File: src/rtl/powlib_fifo_unpack.sv
// Wide-to-narrow unpacker. It reads one wide word from a FIFO read port
// and re-emits it as N narrow beats on a valid/ready stream. outlast marks
// the final beat of each word. Full throughput, with no bubble between words.
module powlib_fifo_unpack #(
    parameter int unsigned W    = 8,
    parameter int unsigned N    = 4,
    parameter int unsigned MSBF = 0,
    parameter int unsigned EDBG = 0,
    parameter string       ID   = "UNPACK"
) (
    input  logic           clk,
    input  logic           rst,
    input  logic [W*N-1:0] indata,
    input  logic           invld,
    output logic           inrdy,
    output logic [W-1:0]   outdata,
    output logic           outvld,
    input  logic           outrdy,
    output logic           outlast
);

    localparam int unsigned DW = W * N;
    localparam int unsigned CW = (N > 1) ? $clog2(N) : 1;

    // Elaboration-time sanity check on the beat count
    if (EDBG != 0 && N < 2) begin : g_bad_n
        $error("%s: N=%0d must be at least 2", ID, N);
    end

    logic [DW-1:0] hreg, hreg_nxt;
    logic          full, full_nxt;
    logic [CW-1:0] cnt, cnt_nxt;
    logic [CW-1:0] sel;
    logic          outfire;
    logic          infire;
    logic [W-1:0]  slices [N];

    // Handshake decode. inrdy opens on the last beat, so the next word loads back-to-back
    always_comb begin
        outvld  = full;
        outlast = full && (cnt == CW'(N - 1));
        outfire = full && outrdy;
        inrdy   = !full || (outfire && outlast);
        infire  = invld && inrdy;
    end

    // Split the hold register into beat-sized slices
    for (genvar g = 0; g < N; g++) begin : g_slice
        assign slices[g] = hreg[g*W +: W];
    end

    // Beat select: cnt walks the slices upward, or downward when MSBF is set
    always_comb begin
        sel     = (MSBF != 0) ? (CW'(N - 1) - cnt) : cnt;
        outdata = slices[sel];
    end

    // Next state: advance on each beat, empty after the last, and let a load take priority
    always_comb begin
        hreg_nxt = hreg;
        full_nxt = full;
        cnt_nxt  = cnt;
        if (outfire) begin
            if (outlast) begin
                full_nxt = 1'b0;
                cnt_nxt  = '0;
            end else begin
                cnt_nxt  = cnt + CW'(1);
            end
        end
        if (infire) begin
            hreg_nxt = indata;
            full_nxt = 1'b1;
            cnt_nxt  = '0;
        end
    end

    // State registers. Reset discards any partially sent word
    always_ff @(posedge clk or posedge rst) begin
        if (rst) begin
            hreg <= '0;
            full <= 1'b0;
            cnt  <= '0;
        end else begin
            hreg <= hreg_nxt;
            full <= full_nxt;
            cnt  <= cnt_nxt;
        end
    end

endmodule

File: config.mk
export PLATFORM = sky130hd
export DESIGN_NAME = powlib_fifo_unpack
export DESIGN_NICKNAME = d
export VERILOG_FILES = /design/src/rtl/powlib_fifo_unpack.sv
export SDC_FILE = /design/constraint.sdc
export NUM_CORES = 1
export LEC_CHECK = 0
export BUFFER_PORTS_ARGS = -buffer_cell sky130_fd_sc_hd__buf_2
export CAP_MARGIN = 20
export CELL_PAD_IN_SITES_DETAIL_PLACEMENT = 1
export CELL_PAD_IN_SITES_GLOBAL_PLACEMENT = 1
export CORE_ASPECT_RATIO = 0.8
export CORE_MARGIN = 5
export CORE_UTILIZATION = 39
export DETAILED_ROUTE_END_ITERATION = 16
export PLACE_DENSITY_LB_ADDON = 0.1
export SYNTH_ARGS = -nofsm -noshare
export SYNTH_HDL_FRONTEND = slang
export SYNTH_SLANG_ARGS = --single-unit
File: constraint.sdc
create_clock -name clk -period 1.9 [get_ports clk]
set_input_delay 0 -clock clk [delete_from_list [all_inputs] [get_ports clk]]
set_output_delay 0 -clock clk [all_outputs]
set_load 0.02 [all_outputs]
Word-level counts from Yosys, hierarchy flattened
Index checks and enable logic that the tools add are counted.

Register bits after elaboration: 35. Bits of input ports: 36. Output and inout bits: 11. Logic and storage cells: 25.

Add/subtract/negate cells: 1. $lt $le $gt $ge: 1. Equal/unequal tests: 1. Multiplexer cells: 9. Bitwise operators: 1. Reduce and logical (&&, ||, !) cells: 9.

Operator list (number): $bmux W8 S2 (1); $mux W8 (2); $mux W2 (3); $logic_and A1 B1 Y1 (4); $reduce_bool A2 Y1 (2); $ge A3 B3 Y1 const B (1); $mux W1 (3); $not A2 Y3 (1); $add A2 B1 Y2 const B (1); $eq A2 B2 Y1 const B (1); $reduce_and A2 Y1 (1); $logic_not A1 Y1 (1); $logic_or A1 B1 Y1 (1).

Logic depth before layout (Yosys ltp)
Depth after elaboration: 7. Mapped depth: 5. Depth with buffers taken out: 3.

Least setup slack after synthesis
No wires, ideal clock.

Path kind: flip-flop to flip-flop. Start point: register cnt[0]. End point: register hreg[0]. Setup time: 0.096 ns. Data arrival time: 1.247 ns. Required time: 1.804 ns. Slack: 0.558 ns. Cell stages (with the launch flop): 6. Buffers on the path: 2. Period minus slack after synthesis: 1.342 ns. Cell sequence: dfrtp_1 -> ha_1 -> and3_4 -> buf_6 -> buf_6 -> o32ai_2.

Word-level cells in the longest chain between the ends: 5.

RTL lines: start: declaration (line 32) `logic [CW-1:0] cnt, cnt_nxt;`; start signal: assignment (line 87) `cnt <= cnt_nxt;`; $eq A2 B2 Y1 (line 41) `outlast = full && (cnt == CW'(N - 1));`; $logic_and A1 B1 Y1 (line 41); $logic_and A1 B1 Y1 (line 43) `inrdy = !full || (outfire && outlast);`; $logic_or A1 B1 Y1 (line 43); $logic_and A1 B1 Y1 (line 44) `infire = invld && inrdy;`; end signal: assignment (line 85) `hreg <= hreg_nxt;`; end: declaration (line 30) `logic [DW-1:0] hreg, hreg_nxt;`.

No other way between the ends. A chain may end at the register's enable or synchronous reset.

Worst setup path after layout
Start point: register cnt[0]. End point: output inrdy.

Word-level cells in the longest chain between the ends: 4.

RTL lines: $eq A2 B2 Y1 (line 41); $logic_and A1 B1 Y1 (line 41); $logic_and A1 B1 Y1 (line 43); $logic_or A1 B1 Y1 (line 43); end: declaration (line 15) `output logic inrdy,`.

No other way between the ends.

==> impl_metrics.tcl <==
set metrics [dict create \
    status "finished, violations left" \
    violations "negative hold slack" \
    hold_end "hreg[2]" \
    cts_made_buffers 5 \
    diodes 0 \
    cap_violations 0 \
    start_util_pct 40.2 \
    tritoncts "done" \
    worstRegToRegCells 3 \
    synth_fp_nets 207 \
    p_int_mw 2.42 \
    cpLargestDelayFamily "buffers and inverters" \
    critical_path.max_stage_delay_ns 0.39 \
    setup.worst_path.end_class "primary output" \
    grt_overflow_total 0 \
    p_per_area_nw_per_um2 1500 \
    post-place-ws_ns 0.314 \
    fin_util_pct 51.0 \
    slew_viol_final 0 \
    viasPerCell 5.14 \
    drive_gt1_share_pct 42.9 \
    fill_cells 552 \
    die_x_um 90.6 \
    die_h_um 74.5 \
    crit_buf_inv 3 \
    multi_input_area_um2 917 \
    postLayoutSetupSlackWorst_ns 0.139 \
    arrival_ns 1.76 \
    nets 271 \
    fin_cells 295 \
    post-cts-setup-buffers 0 \
    syn_area_um2 2030 \
    irDropWorstVdd_mv 0.553 \
    seq_area_um2 876 \
    setup_viol 0 \
    synth_seq_cells 35 \
    maxSlewHeadroom_pct 63.6 \
    numClockSinks 35 \
    fin_hold_ws_ns -0.00155 \
    synth_top_cell_by_area "dfrtp_1" \
    finalClockSkew_ns 0.00393 \
    cts.clk_slew.worst_paths_ns 0.07 \
    fp-row-count 23 \
    wl_per_cell_um 17.9 \
    holdCritPathClass "primary input to flop" \
    wirelength_um 5280 \
    reg2reg_to "hreg[22]" \
    track_usage_pct 16.5 \
    core_area_um2 5040 \
    syn_inst 170 \
    ff2ff_setup_slack_ns 0.33 \
    crit_chain "ha_1 > a21boi_4 > buf_4 > inv_1 > buf_2" \
    critical_path_class "flop to primary output" \
    grt_pass1_wl_um 8620 \
    cp_slowest_cell "dfrtp_1" \
    cts-root-buf "clkbuf_8" \
    via_count 1516 \
    drt.antenna.violating_nets 0 \
    netlist.area_leader.share_pct 43.2 \
    clock_path_buffers 2 \
    worst_pin_slew_ns 0.547 \
    die_area_um2 6750 \
    ctsHtreeMaxLevel 2 \
    path_max_fanout 22 \
    io_pins 47 \
    grt_pass1_vias 1677 \
    first_pass_iters 4 \
    tns_ns 0 \
    holdPathStages 3 \
    gp_congestion 0.706 \
    syn_to_final_growth_pct 26.6 \
    hp-start "indata[2]" \
    worstPathRequired_ns 1.90 \
    power_frac_comb_pct 52.8 \
    p_leak_nw 1.22 \
    route.detailed.drc 0 \
    grt_start_max_net_pins 36 \
    swShare_pct 37.2 \
    fmax_mhz 568 \
    synth.area.top_cells "dfrtp_1 43%, o32ai_2 24%, mux4_2 8.9%, inv_1 6.3%, nand2_1 6.3%" \
    ys_seq_area_share_pct 43.2 \
    fin_crit_ns 1.76 \
    period_share_pct 92.7 \
    dp_hpwl_um 3630 \
    hold_viol_final 1 \
    dp.cells 269 \
    drtIter0Drc 39 \
    ys_types 21 \
    yosysWarnings 0 \
    pwr-share-seq_pct 34.4 \
    clock_power_share_pct 12.8 \
    switchingPower_mw 1.44 \
    reg2reg_from "cnt[0]" \
    io_buffer_count 46 \
    antenna_found_initial 0 \
    synth_area_per_cell_um2 11.9 \
    startpoint_type "flop" \
    worstSkewPairLatency_ns 0.28 \
    rsz0062_at_grt "no" \
]
==> repair_timing <==
item / 4_1_cts / 5_1_grt
gates resized for setup: 0 / 0
endpoints found under the hold margin: 53 / 1
hold buffers: 19 / 1
==> cells in the mapped netlist <==
master    count
buf_4         3
o32ai_2      30
nand2b_1      1
buf_2         4
and2b_1       1
inv_1        34
a21boi_2      1
a32o_1        1
and3_4        1
nand2_1      34
dfrtp_1      35
or2_2         1
ha_1          1
clkbuf_1      4
buf_6         5
nor4bb_1      1
and2_1        1
a31o_2        1
and3_1        1
mux4_2        8
o32ai_1       2
==> cell families (layout without fill, tap and decap cells) <==
group	count (synthesis)	after routing	share of synthesized area, %
flops	35	35	43.2
buf+inv	50	113	11.9
mux	8	8	8.89
compound gates	35	35	26.4
simple gates	41	41	8.95
fa+ha+maj	1	1	0.617
==> tightest hold or removal path, stage by stage <==
cell,delay [ns]
buf_2,0.10
nand2_1,0.07
o32ai_2,0.07
==> metal layers <==
| layer | global-route usage (%) | vias to the layer above | wire [um] |
|---|---|---|---|
| met5 | 0 | - | 0 |
| met4 | 4.96 | 0 | 51 |
| met3 | 4.55 | 6 | 250 |
| met2 | 28.0 | 35 | 2550 |
| met1 | 20.9 | 758 | 2430 |
| li1 | - | 717 | - |
==> cell usage in the layout (no fill, tap or decap) <==
cell type and count:
buf_4 6, nand2_1 34, nand2b_1 1, dlygate4sd3_1 20, and2b_1 1, dfrtp_1 35
inv_1 34, o32ai_1 2, and3_1 1, clkbuf_8 5, a21boi_4 1, or2_2 1
buf_12 1, a32o_1 1, mux4_2 8, and3_4 1, buf_2 46, ha_1 1
a31o_2 1, o32ai_2 30, and2_1 1, clkbuf_1 1, nor4bb_1 1
==> how the worst max path moves through the flow <==
stage / from / end / slack (ns) / cells past startpoint
final: cnt[0] / inrdy / 0.14 / 5
after global routing: cnt[0] / inrdy / 0.05 / 5
after CTS: cnt[0] / inrdy / 0.11 / 5
after detailed placement: cnt[0] / hreg[27] / 0.31 / 3
after global placement: cnt[0] / hreg[22] / 0.42 / 3
after floorplan: cnt[0] / hreg[0] / 0.56 / 5
==> power groups by stage <==
| stage | Clock, mW | Sequential (mW) | Combinational (mW) |
|---|---|---|---|
| floorplan | 0 | 1.25 | 1.60 |
| detailed placement | 0 | 1.35 | 2.04 |
| global placement | 0 | 1.30 | 1.95 |
| CTS | 0.513 | 1.33 | 2.08 |
| finish | 0.493 | 1.33 | 2.04 |
| global route | 0.540 | 1.38 | 2.19 |
==> final cells by class <==
cell class / count / area share (%)
multi-input cells: 85 / 35.7
well taps: 62 / 3.02
repair buffers: 73 / 19.3
clock buffers: 6 / 2.83
inverters: 34 / 4.97
flip-flops and latches: 35 / 34.1
==> flip-flops by register name, summed over array words and instances (netlist names) <==
| register | flops |
|---|---|
| cnt | 2 |
| hreg | 32 |
| outvld | 1 |
==> stage by stage <==
stage                     power, mW  area [um^2]
after floorplan                2.85         2030
after global placement         3.25         2290
after detailed placement       3.39         2290
after CTS                      3.92         2560
after global routing           4.11         2570
final                          3.86         2570
Note: power is estimated with default switching activity, not from simulation.
